File: src/rtl/register_write_arbiter.sv
// Round-robin arbiter granting NREQ requesters write access to one shared
// register. Each grant runs IDLE -> WRITE (one-cycle strobe and ack) ->
// RELEASE (wait for the winner to drop its request) -> IDLE.
//
// Handshake: req[i] is a 4-phase request. The requester holds req[i] high
// until it sees ack[i] (exactly one cycle wide, coincident with wr_en), then
// drops it. The arbiter returns to IDLE only once req[winner] is sampled low,
// so a request that stays high after its ack blocks further grants.
module register_write_arbiter #(
  parameter  int NREQ   = 4,
  parameter  int DATA_W = 8,
  localparam int IDX_W  = $clog2(NREQ)
) (
  input  logic                   clk,
  input  logic                   rst_n,
  input  logic [NREQ-1:0]        req,
  input  logic [NREQ*DATA_W-1:0] req_data,
  output logic [NREQ-1:0]        ack,
  output logic                   wr_en,
  output logic [DATA_W-1:0]      wr_data,
  output logic [IDX_W-1:0]       owner,
  output logic                   busy,
  output logic [7:0]             write_count,
  output logic [1:0]             dbg_state
);

  typedef enum logic [1:0] {
    IDLE    = 2'd0,
    WRITE   = 2'd1,
    RELEASE = 2'd2
  } state_e;

  state_e              state_q, state_d;
  logic [NREQ-1:0]     ack_q, ack_d;
  logic                wr_en_q, wr_en_d;
  logic [DATA_W-1:0]   wr_data_q, wr_data_d;
  logic [IDX_W-1:0]    owner_q, owner_d;
  logic [IDX_W-1:0]    ptr_q, ptr_d;
  logic [7:0]          count_q, count_d;

  logic                win_found;
  logic [IDX_W-1:0]    win_idx;
  logic [IDX_W:0]      rr_sum;
  logic [IDX_W-1:0]    rr_cand;

  // Round-robin search: scan from ptr upward with wrap, first set bit wins.
  always_comb begin
    win_found = 1'b0;
    win_idx   = '0;
    rr_sum    = '0;
    rr_cand   = '0;
    for (int k = 0; k < NREQ; k++) begin
      rr_sum = {1'b0, ptr_q} + (IDX_W+1)'(k);
      if (rr_sum >= (IDX_W+1)'(NREQ)) rr_sum = rr_sum - (IDX_W+1)'(NREQ);
      rr_cand = rr_sum[IDX_W-1:0];
      if (!win_found && req[rr_cand]) begin
        win_found = 1'b1;
        win_idx   = rr_cand;
      end
    end
  end

  // Next-state and registered-output decode; strobe and ack default low.
  always_comb begin
    state_d   = state_q;
    ack_d     = '0;
    wr_en_d   = 1'b0;
    wr_data_d = wr_data_q;
    owner_d   = owner_q;
    ptr_d     = ptr_q;
    count_d   = count_q;
    case (state_q)
      IDLE: begin
        if (win_found) begin
          state_d          = WRITE;
          wr_en_d          = 1'b1;
          ack_d[win_idx]   = 1'b1;
          wr_data_d        = req_data[win_idx*DATA_W +: DATA_W];
          owner_d          = win_idx;
          ptr_d            = (win_idx == IDX_W'(NREQ-1)) ? '0 : win_idx + IDX_W'(1);
        end
      end
      WRITE: begin
        // The write completes on this edge; count it and wait for release.
        state_d = RELEASE;
        count_d = count_q + 8'd1;
      end
      RELEASE: begin
        if (!req[owner_q]) state_d = IDLE;
      end
      default: state_d = IDLE;
    endcase
  end

  // State and output registers; reset clears everything without a clock.
  always_ff @(posedge clk or negedge rst_n) begin
    if (!rst_n) begin
      state_q   <= IDLE;
      ack_q     <= '0;
      wr_en_q   <= 1'b0;
      wr_data_q <= '0;
      owner_q   <= '0;
      ptr_q     <= '0;
      count_q   <= 8'd0;
    end else begin
      state_q   <= state_d;
      ack_q     <= ack_d;
      wr_en_q   <= wr_en_d;
      wr_data_q <= wr_data_d;
      owner_q   <= owner_d;
      ptr_q     <= ptr_d;
      count_q   <= count_d;
    end
  end

  assign ack         = ack_q;
  assign wr_en       = wr_en_q;
  assign wr_data     = wr_data_q;
  assign owner       = owner_q;
  assign write_count = count_q;
  assign busy        = (state_q != IDLE);
  assign dbg_state   = state_q;

endmodule

File: config.mk
export PLATFORM = sky130hd
export DESIGN_NAME = register_write_arbiter
export DESIGN_NICKNAME = d
export VERILOG_FILES = /design/src/rtl/register_write_arbiter.sv
export SDC_FILE = /design/constraint.sdc
export NUM_CORES = 1
export LEC_CHECK = 0
export ABC_AREA = 0
export BUFFER_PORTS_ARGS = -buffer_cell sky130_fd_sc_hd__buf_2
export CAP_MARGIN = 20
export CORE_ASPECT_RATIO = 1.75
export CORE_MARGIN = 1
export CORE_UTILIZATION = 40
export CTS_CLUSTER_DIAMETER = 120
export DETAILED_ROUTE_END_ITERATION = 10
export PLACE_DENSITY_LB_ADDON = 0.15
export SYNTH_ARGS = -nofsm -noshare
export SYNTH_HDL_FRONTEND = slang
export SYNTH_SLANG_ARGS = --single-unit
File: constraint.sdc
create_clock -name clk -period 2.2 [get_ports clk]
set_clock_uncertainty 0.1 [all_clocks]
set_input_delay 0.11 -clock clk [delete_from_list [all_inputs] [get_ports clk]]
set_output_delay 0.11 -clock clk [all_outputs]
set_load 0.005 [all_outputs]
==> flow_summary_export.csv, run 1 <==
group,metric,value,unit
run_status,status,"finished, final reports clean",
placement,dp_cells,245,
sta,hold_violations,0,
clocking,h-tree-depth,1,
finish,final_area,1990,sq um
sta,fin_crit,1.95,ns
sta,rsz0062_at_grt,"false",
floorplan,start_util,41.7,%
critical_path,path_depth,6,
critical_path,critical_path.top_delay_family,"compound AO/OA/AOI/OAI gates",
finish,antenna_cells,0,
pwr,leakagePower,1.01,nW
global_routing,grt.overflow.total,0,
clocking,cts_buffers,3,
synth,syn_area_per_cell,11.6,sq um
hold_path,holdPathStages,3,
placement,port_buffers,63,
synth,ys_ff_latch,27,
global_routing,grt_usage,17.6,%
sta,max_freq,513,MHz
critical_path,crit_slowest_cell,"dfrtp_1",
sta,min_period_over_period,88.7,%
drt,viasPerCell,5.16,
sta,finalSetupTns,0,ns
critical_path,cp.buffers_inverters,1,
critical_path,slowest_delay,0.41,ns
finish,drive_gt1_share,48.5,%
placement,gp_congestion,0.677,
finish,syn2layout_area_growth,23.7,%
drt,drt_iter0_drc,29,
finish,instances_no_fill,250,
synth,yosysWarnings,0,
sta,holdWs,0.0287,ns
finish,num-nets-final,243,
critical_path,path_class,"reg2reg",
drt,dr.pass1.iters,4,
synth,ys_seq_area_share,41.9,%
global_routing,grt_max_degree,28,
drt,route.detailed.drc,0,
sta,slew_headroom,60.0,%
synth,synth_top_area_share,41.9,%
global_routing,antenna_found_initial,0,
critical_path,required,2.30,ns
job,drv_cap,0,
sta,drv_slew,0,
synth,synth_area_leaders,"dfrtp_1 42%, o211ai_1 7.4%, mux2_4 6.5%",
clocking,clkTransAtPathRegs,0.10,ns
synth,syn_area,1610,sq um
sta,postLayoutSetupSlackWorst,0.249,ns
clocking,cts_root_buffer,"clkbuf_8",
clocking,worstSkewPairLatency,0.27,ns
finish,final_common_cell,"buf_2",
global_routing,grt_pass1_wl,5880,microns
drt,wl_per_cell,13.8,microns
floorplan,core,3870,sq um
clocking,post_cts_resized,0,
pwr,p_per_area,1240,nW/um^2
synth,synth_nets,179,
clocking,cts_tree,"done",
critical_path,worstPathCellList,"or2_1 -> a21o_2 -> inv_2 -> o211ai_1 -> mux2_2 -> o211ai_2",
placement,place_hpwl,2650,microns
drt,ant_nets,0,
critical_path,cp-end-kind,"flop",
pwr,ir_drop,0.590,mV
sta,finalSetupViolCount,0,
global_routing,grt_pass1_vias,1329,
synth,synth.distinct_cells,36,
drt,routed_wl,3450,microns
placement,placed_area,1940,sq um
floorplan,ios,64,
critical_path,path_max_fanout,24,
critical_path,reg2reg_depth,6,
floorplan,dieArea,4300,sq um
hold_path,hold_path.class,"in2reg",
finish,finish.utilization,51.6,%
critical_path,start_kind,"flop",
clocking,cts_sinks,27,
drt,vias,1291,
floorplan,die_w,50,microns
finish,mostFrequentLayoutCells,"63 x buf_2, 27 x dfrtp_1, 20 x nand2_1",
clocking,clock_path_buffers,2,
pwr,finalPower,2.46,mW
critical_path,crit_arrival,2.05,ns
synth,synth_area_leader_cell,"dfrtp_1",
synth,synth_cells,139,
placement,dp_slack,0.250,ns
floorplan,rows,30,
sta,tightest_slew,0.600,ns
floorplan,die_h,86,microns
worst register-to-register path: stages (launching register included):
cell,delay (ns)
dfrtp_1,0.41
or2_1,0.25
a21o_2,0.29
inv_2,0.32
o211ai_1,0.15
mux2_2,0.29
o211ai_2,0.07
timing repair:
item,in CTS,in global routing
hold buffers,1,0
buffers inserted,0,0
endpoints found under the hold margin,27,0
power by group:
part / internal, mW / leakage, nW / switching [mW]
Sequential: 0.712 / 0.340 / 0.178
Clock: 0.128 / 0.0217 / 0.157
Combinational: 0.643 / 0.644 / 0.645
synthesized netlist by cell type:
cell       n
nor2_1     6
o211ai_1  16
mux2_4     7
clkbuf_1   1
dfrtp_1   27
mux4_2     1
buf_6      5
nand2b_1   1
and2_1     1
o211ai_2   8
a21oi_1    2
buf_4      1
a211oi_4   1
a21o_1     1
nand2_2    1
nor4_1     1
o21ai_0    1
mux2i_1    9
xnor2_1    6
a21o_2     1
inv_2      1
nor2_2     1
ha_1       2
nor3b_4    1
and2_4     1
nor3_4     1
nand2b_4   1
inv_1      1
xor2_1     1
nand2_1   20
clkbuf_8   2
and3_1     2
nand4_1    3
mux2_2     2
or2_1      1
nor2b_1    2
metal layers:
layer / track usage (%) / vias to the layer above / share of wire [%]
li1: - / 623 / -
met1: 17.4 / 628 / 39
met2: 35.9 / 38 / 56
met3: 2.13 / 2 / 4.1
met4: 4.68 / 0 / 0.78
met5: 0 / - / 0
area by class of cell:
class	instances	area (sq um)
clock buffers	3	41.3
inverters	2	7.51
multi-input cells	101	835
clock inverters	1	7.51
repair buffers	68	368
fillers	361	1870
flip-flops and latches	27	676
well taps	48	60.1
state kept, by name, indices dropped and copies added, names as in the netlist:
signal / cells
dbg_state: 2
wr_data: 8
write_count: 8
ptr_q: 2
wr_en: 1
ack: 4
owner: 2
final timing paths:
| path | slack [ns] | endpoint | start |
|---|---|---|---|
| worst min register to register | 0.38 | write_count[7]$_DFFE_PN0N_ | write_count[7]$_DFFE_PN0N_ |
| min in group asynchronous | 0.27 | wr_data[1]$_DFFE_PN0P_ | rst_n |
| worst max register to register | 0.25 | wr_data[7]$_DFFE_PN0P_ | dbg_state[1]$_DFFE_PN0P_ |
| max in group asynchronous | 1.34 | ack[3]$_DFF_PN0_ | rst_n |
| worst min-delay path | 0.03 | wr_data[4]$_DFFE_PN0P_ | req_data[28] |
| worst max-delay path | 0.25 | wr_data[7]$_DFFE_PN0P_ | dbg_state[1]$_DFFE_PN0P_ |
logic make-up after synthesis:
kind of cell             Yosys count  synth area share [%]
AND/OR/NAND/NOR                   43                  14.7
flip-flops                        27                  41.9
AO/OA/AOI/OAI                     30                  16.8
buffers and inverters             11                  6.36
adder cells (fa/ha/maj)            2                  1.55
XOR/XNOR                           7                  3.80
multiplexers                      19                  14.9
(Power assumes the default switching activity.)
==> inputs of run 2 (changes only) <==
--- a/config.mk
+++ b/config.mk
@@ -10,7 +10,7 @@
 export CAP_MARGIN = 20
 export CORE_ASPECT_RATIO = 1.75
 export CORE_MARGIN = 1
-export CORE_UTILIZATION = 40
+export CORE_UTILIZATION = 36
 export CTS_CLUSTER_DIAMETER = 120
 export DETAILED_ROUTE_END_ITERATION = 10
 export PLACE_DENSITY_LB_ADDON = 0.15
==> flow_summary_export.csv, run 2 (same netlist as run 1, synthesis figures left out) <==
group,metric,value,unit
sta,finalSetupTns,0,ns
finish,num-nets-final,243,
hold_path,hold_path.class,"in2reg",
finish,antenna_cells,0,
drt,drt_iter0_drc,10,
placement,place_hpwl,2870,microns
sta,tightest_slew,0.607,ns
floorplan,dieArea,4760,sq um
placement,dp_cells,246,
job,drv_cap,0,
critical_path,path_class,"reg2reg",
floorplan,core,4230,sq um
placement,gp_congestion,0.761,
critical_path,crit_arrival,2.05,ns
sta,drv_slew,0,
clocking,clock_path_buffers,2,
floorplan,die_h,90.5,microns
drt,wl_per_cell,13.9,microns
sta,rsz0062_at_grt,"false",
clocking,post_cts_buffers,0,
global_routing,grt_max_degree,28,
pwr,leakagePower,1.01,nW
floorplan,ios,64,
drt,route.detailed.drc,0,
clocking,cts_buffers,3,
clocking,worstSkewPairLatency,0.28,ns
drt,viasPerCell,5.21,
critical_path,cp-end-kind,"flop",
critical_path,start_kind,"flop",
drt,vias,1307,
sta,fin_crit,1.96,ns
global_routing,grt_pass1_wl,5860,microns
sta,min_period_over_period,88.9,%
floorplan,die_w,52.6,microns
global_routing,grt_pass1_vias,1378,
finish,instances_no_fill,251,
critical_path,reg2reg_depth,6,
critical_path,required,2.30,ns
hold_path,worstHoldStart,"req_data[19]",
pwr,ir_drop,0.545,mV
clocking,post_cts_resized,0,
finish,mostFrequentLayoutCells,"63 x buf_2, 27 x dfrtp_1, 20 x nand2_1",
hold_path,hold_end,"wr_data[3]$_DFFE_PN0P_",
run_status,status,"finished, final reports clean",
critical_path,r2r_slack,0.24,ns
critical_path,r2r_start,"dbg_state[1]$_DFFE_PN0P_",
clocking,cts_root_buffer,"clkbuf_8",
clocking,h-tree-depth,1,
drt,routed_wl,3480,microns
finish,fillerInstances,429,
global_routing,antenna_found_initial,0,
sta,finalSetupViolCount,0,
sta,holdWs,0.0313,ns
sta,max_freq,511,MHz
critical_path,r2r-end,"wr_data[0]$_DFFE_PN0P_",
finish,drive_gt1_share,48.5,%
floorplan,start_util,38.1,%
finish,syn2layout_area_growth,23.7,%
drt,ant_nets,0,
clocking,clkTransAtPathRegs,0.10,ns
global_routing,grt_usage,16.3,%
hold_path,holdPathStages,3,
finish,final_common_cell,"buf_2",
clocking,cts_sinks,27,
clocking,cts_tree,"done",
floorplan,rows,31,
sta,hold_violations,0,
critical_path,path_max_fanout,24,
sta,slew_headroom,59.5,%
pwr,p_per_area,1240,nW/um^2
global_routing,grt.overflow.total,0,
drt,dr.pass1.iters,4,
placement,port_buffers,63,
[run 2: cell counts in the layout (fill, tap and decap cells not counted)]
No cell type changed its count.
[run 2: how the worst max path moves through the flow]
stage / startpoint / depth (start not counted) / end / slack [ns]
6_report: dbg_state[1]$_DFFE_PN0P_ / 6 / wr_data[0]$_DFFE_PN0P_ / 0.24
3_3_place_gp: dbg_state[1]$_DFFE_PN0P_ / 6 / wr_data[6]$_DFFE_PN0P_ / 0.31
4_1_cts: dbg_state[1]$_DFFE_PN0P_ / 6 / wr_data[6]$_DFFE_PN0P_ / 0.24
2_1_floorplan: ptr_q[0]$_DFFE_PN0P_ / 7 / ptr_q[1]$_DFFE_PN0P_ / 0.47
5_1_grt: dbg_state[1]$_DFFE_PN0P_ / 6 / wr_data[6]$_DFFE_PN0P_ / 0.11
3_5_place_dp: dbg_state[1]$_DFFE_PN0P_ / 6 / wr_data[6]$_DFFE_PN0P_ / 0.25
[run 2: metrics by stage]
step / setup WS [ns] / power, mW / instance area (sq um) / util, %
2_1_floorplan: 0.469 / 1.86 / 1610 / -
3_3_place_gp: 0.308 / 2.16 / 1940 / 45.8
3_5_place_dp: 0.247 / 2.22 / 1940 / 45.8
4_1_cts: 0.237 / 2.51 / 2000 / 47.2
5_1_grt: 0.108 / 2.68 / 2000 / 47.2
6_report: 0.243 / 2.47 / 2000 / 47.2
[run 2: final cells by class]
type	instances	area (sq um)	share of cell area [%]
Tap cell	49	61.3	3.07
Sequential cell	27	676	33.9
Timing Repair Buffer	68	368	18.4
Clock inverter	1	7.51	0.376
Multi-Input combinational cell	101	835	41.8
Clock buffer	3	41.3	2.07
Inverter	2	7.51	0.376
[run 2: what timing repair did]
item / in CTS / in global routing
setup endpoints to repair: 0 / 0
hold buffers: 1 / 0
endpoints found under the hold margin: 27 / 0
[run 2: layer usage]
metal	vias up	share of wire (%)	global-route usage [%]
li1	628	-	-
met1	634	36	16.3
met2	41	58	30.9
met3	4	4.3	2.86
met4	0	1.3	5.92
met5	-	0	0
[run 2: power by group]
group / switching (mW) / leakage (nW) / internal, mW
logic: 0.653 / 0.644 / 0.644
registers: 0.171 / 0.340 / 0.712
clock network: 0.158 / 0.0217 / 0.129
total: 0.983 / 1.01 / 1.48
[run 2: critical path, cell delays in order, from the launching register on]
cell and delay [ns]:
dfrtp_1 0.41, or2_1 0.25, a21o_2 0.29, inv_2 0.31
o211ai_1 0.15, mux2_4 0.29, o211ai_2 0.07
==> inputs of run 3 (changes only) <==
--- a/config.mk
+++ b/config.mk
@@ -10,10 +10,12 @@
 export CAP_MARGIN = 20
 export CORE_ASPECT_RATIO = 1.75
 export CORE_MARGIN = 1
-export CORE_UTILIZATION = 36
+export CORE_UTILIZATION = 35
 export CTS_CLUSTER_DIAMETER = 120
 export DETAILED_ROUTE_END_ITERATION = 10
 export PLACE_DENSITY_LB_ADDON = 0.15
+export SKIP_CTS_REPAIR_TIMING = 1
 export SYNTH_ARGS = -nofsm -noshare
 export SYNTH_HDL_FRONTEND = slang
 export SYNTH_SLANG_ARGS = --single-unit
+export TNS_END_PERCENT = 100
==> flow_summary_export.csv, run 3 (same netlist as run 1, synthesis figures left out) <==
group,metric,value,unit
run_status,status,"finished, final reports clean",
critical_path,crit_arrival,2.10,ns
pwr,p_per_area,1240,nW/um^2
hold_path,worstHoldStart,"req_data[19]",
hold_path,hold_end,"wr_data[3]$_DFFE_PN0P_",
sta,finalSetupTns,0,ns
hold_path,holdPathStages,3,
critical_path,start_kind,"flop",
floorplan,start_util,36.6,%
pwr,ir_drop,0.548,mV
hold_path,hold_path.class,"in2reg",
critical_path,slowest_delay,0.41,ns
critical_path,path_max_fanout,24,
clocking,clkTransAtPathRegs,0.10,ns
placement,port_buffers,63,
floorplan,rows,32,
critical_path,crit_start,"dbg_state[1]$_DFFE_PN0P_",
sta,rsz0062_at_grt,"false",
drt,viasPerCell,5.08,
pwr,finalPower,2.48,mW
pwr,internal_power,1.48,mW
floorplan,ios,64,
drt,routed_wl,3520,microns
critical_path,required,2.30,ns
clocking,h-tree-depth,1,
pwr,p_sw_share,40.1,%
drt,wl_per_cell,13.9,microns
floorplan,core,4400,sq um
clocking,cts_root_buffer,"clkbuf_8",
floorplan,die_w,53.3,microns
sta,tightest_slew,0.596,ns
placement,place_hpwl,2760,microns
critical_path,crit_slowest_cell,"dfrtp_1",
critical_path,critical_path.top_delay_family,"compound AO/OA/AOI/OAI gates",
drt,vias,1284,
global_routing,grt_pass1_vias,1306,
clocking,worstSkewPairLatency,0.27,ns
placement,placed_area,1940,sq um
drt,route.detailed.drc,0,
finish,syn2layout_area_growth,23.9,%
placement,gp_congestion,0.752,
sta,drv_slew,0,
global_routing,grt_pass1_wl,5710,microns
sta,max_freq,502,MHz
drt,drt_iter0_drc,32,
finish,antenna_cells,0,
finish,final_area,2000,sq um
critical_path,reg2reg_depth,6,
drt,dr.pass1.iters,4,
clocking,cts_buffers,3,
critical_path,cp.buffers_inverters,1,
pwr,leakagePower,1.01,nW
finish,fillerInstances,441,
sta,slew_headroom,60.3,%
global_routing,antenna_found_initial,0,
pwr,pwr-share-clk,11.6,%
floorplan,die_h,91.8,microns
pwr,power_frac_comb,52.2,%
sta,min_period_over_period,90.6,%
finish,drive_gt1_share,48.5,%
finish,mostFrequentLayoutCells,"63 x buf_2, 27 x dfrtp_1, 20 x nand2_1",
sta,finalSetupViolCount,0,
sta,hold_violations,0,
global_routing,grt.overflow.total,0,
sta,fin_crit,1.99,ns
clocking,cts_sinks,27,
pwr,seqPwrFrac,36.2,%
global_routing,grt_usage,15.8,%
critical_path,r2r_slack,0.21,ns
finish,num-nets-final,243,
critical_path,r2r_start,"dbg_state[1]$_DFFE_PN0P_",
job,drv_cap,0,
floorplan,dieArea,4890,sq um
clocking,clock_path_buffers,2,
global_routing,grt_max_degree,28,
critical_path,cp-end-kind,"flop",
critical_path,worstPathCellList,"or2_1 -> a21o_2 -> inv_2 -> o211ai_1 -> mux2_4 -> o211ai_2",
finish,final_common_cell,"buf_2",
finish,finish.utilization,45.4,%
critical_path,r2r-end,"wr_data[4]$_DFFE_PN0P_",
clocking,cts_tree,"done",
critical_path,path_class,"reg2reg",
pwr,p_sw,0.992,mW
sta,holdWs,0.0263,ns
drt,ant_nets,0,
## run 3: final cells by class
cell class	instances	area (sq um)	share of cell area [%]
Tap cell	51	63.8	3.19
Inverter	2	7.51	0.376
Sequential cell	27	676	33.8
Clock inverter	1	7.51	0.376
Multi-Input combinational cell	101	835	41.8
Timing Repair Buffer	68	368	18.4
Clock buffer	3	41.3	2.07
## run 3: per-layer routing
layer / part of all wire (%) / up-vias / track usage, %
met3: 4.9 / 5 / 2.32
met4: 1.6 / 0 / 5.92
met2: 55 / 55 / 29.0
met1: 39 / 594 / 16.9
met5: 0 / - / 0
li1: - / 630 / -
## run 3: stage by stage
| stage | cells | setup slack (ns) |
|---|---|---|
| 3_3_place_gp | 248 | 0.302 |
| 5_1_grt | 253 | 0.0550 |
| 4_1_cts | 252 | 0.198 |
| 3_5_place_dp | 248 | 0.213 |
| 6_report | 253 | 0.208 |
| 2_1_floorplan | 139 | 0.469 |
## run 3: worst max path at each step
stage                                         to  slack, ns  cells past startpoint
after floorplan             ptr_q[1]$_DFFE_PN0P_       0.47                      7
after global placement    wr_data[4]$_DFFE_PN0P_       0.30                      6
after detailed placement  wr_data[4]$_DFFE_PN0P_       0.21                      6
after CTS                 wr_data[4]$_DFFE_PN0P_       0.20                      6
after global routing            ack[1]$_DFF_PN0_       0.06                      5
final                     wr_data[4]$_DFFE_PN0P_       0.21                      6
## run 3: power by group through the flow
| stage | Clock (mW) | Combinational (mW) | Sequential (mW) |
|---|---|---|---|
| floorplan | 0 | 0.984 | 0.879 |
| global placement | 0 | 1.28 | 0.897 |
| detailed placement | 0 | 1.31 | 0.912 |
| CTS | 0.297 | 1.32 | 0.902 |
| global route | 0.320 | 1.44 | 0.927 |
| finish | 0.288 | 1.29 | 0.896 |
## run 3: worst min-delay path: cells and delay by family
family | cells | cell delay [ns]
AOI/OAI and AO/OA | 1 | 0.12
buffers and inverters | 1 | 0.07
muxes | 1 | 0.06
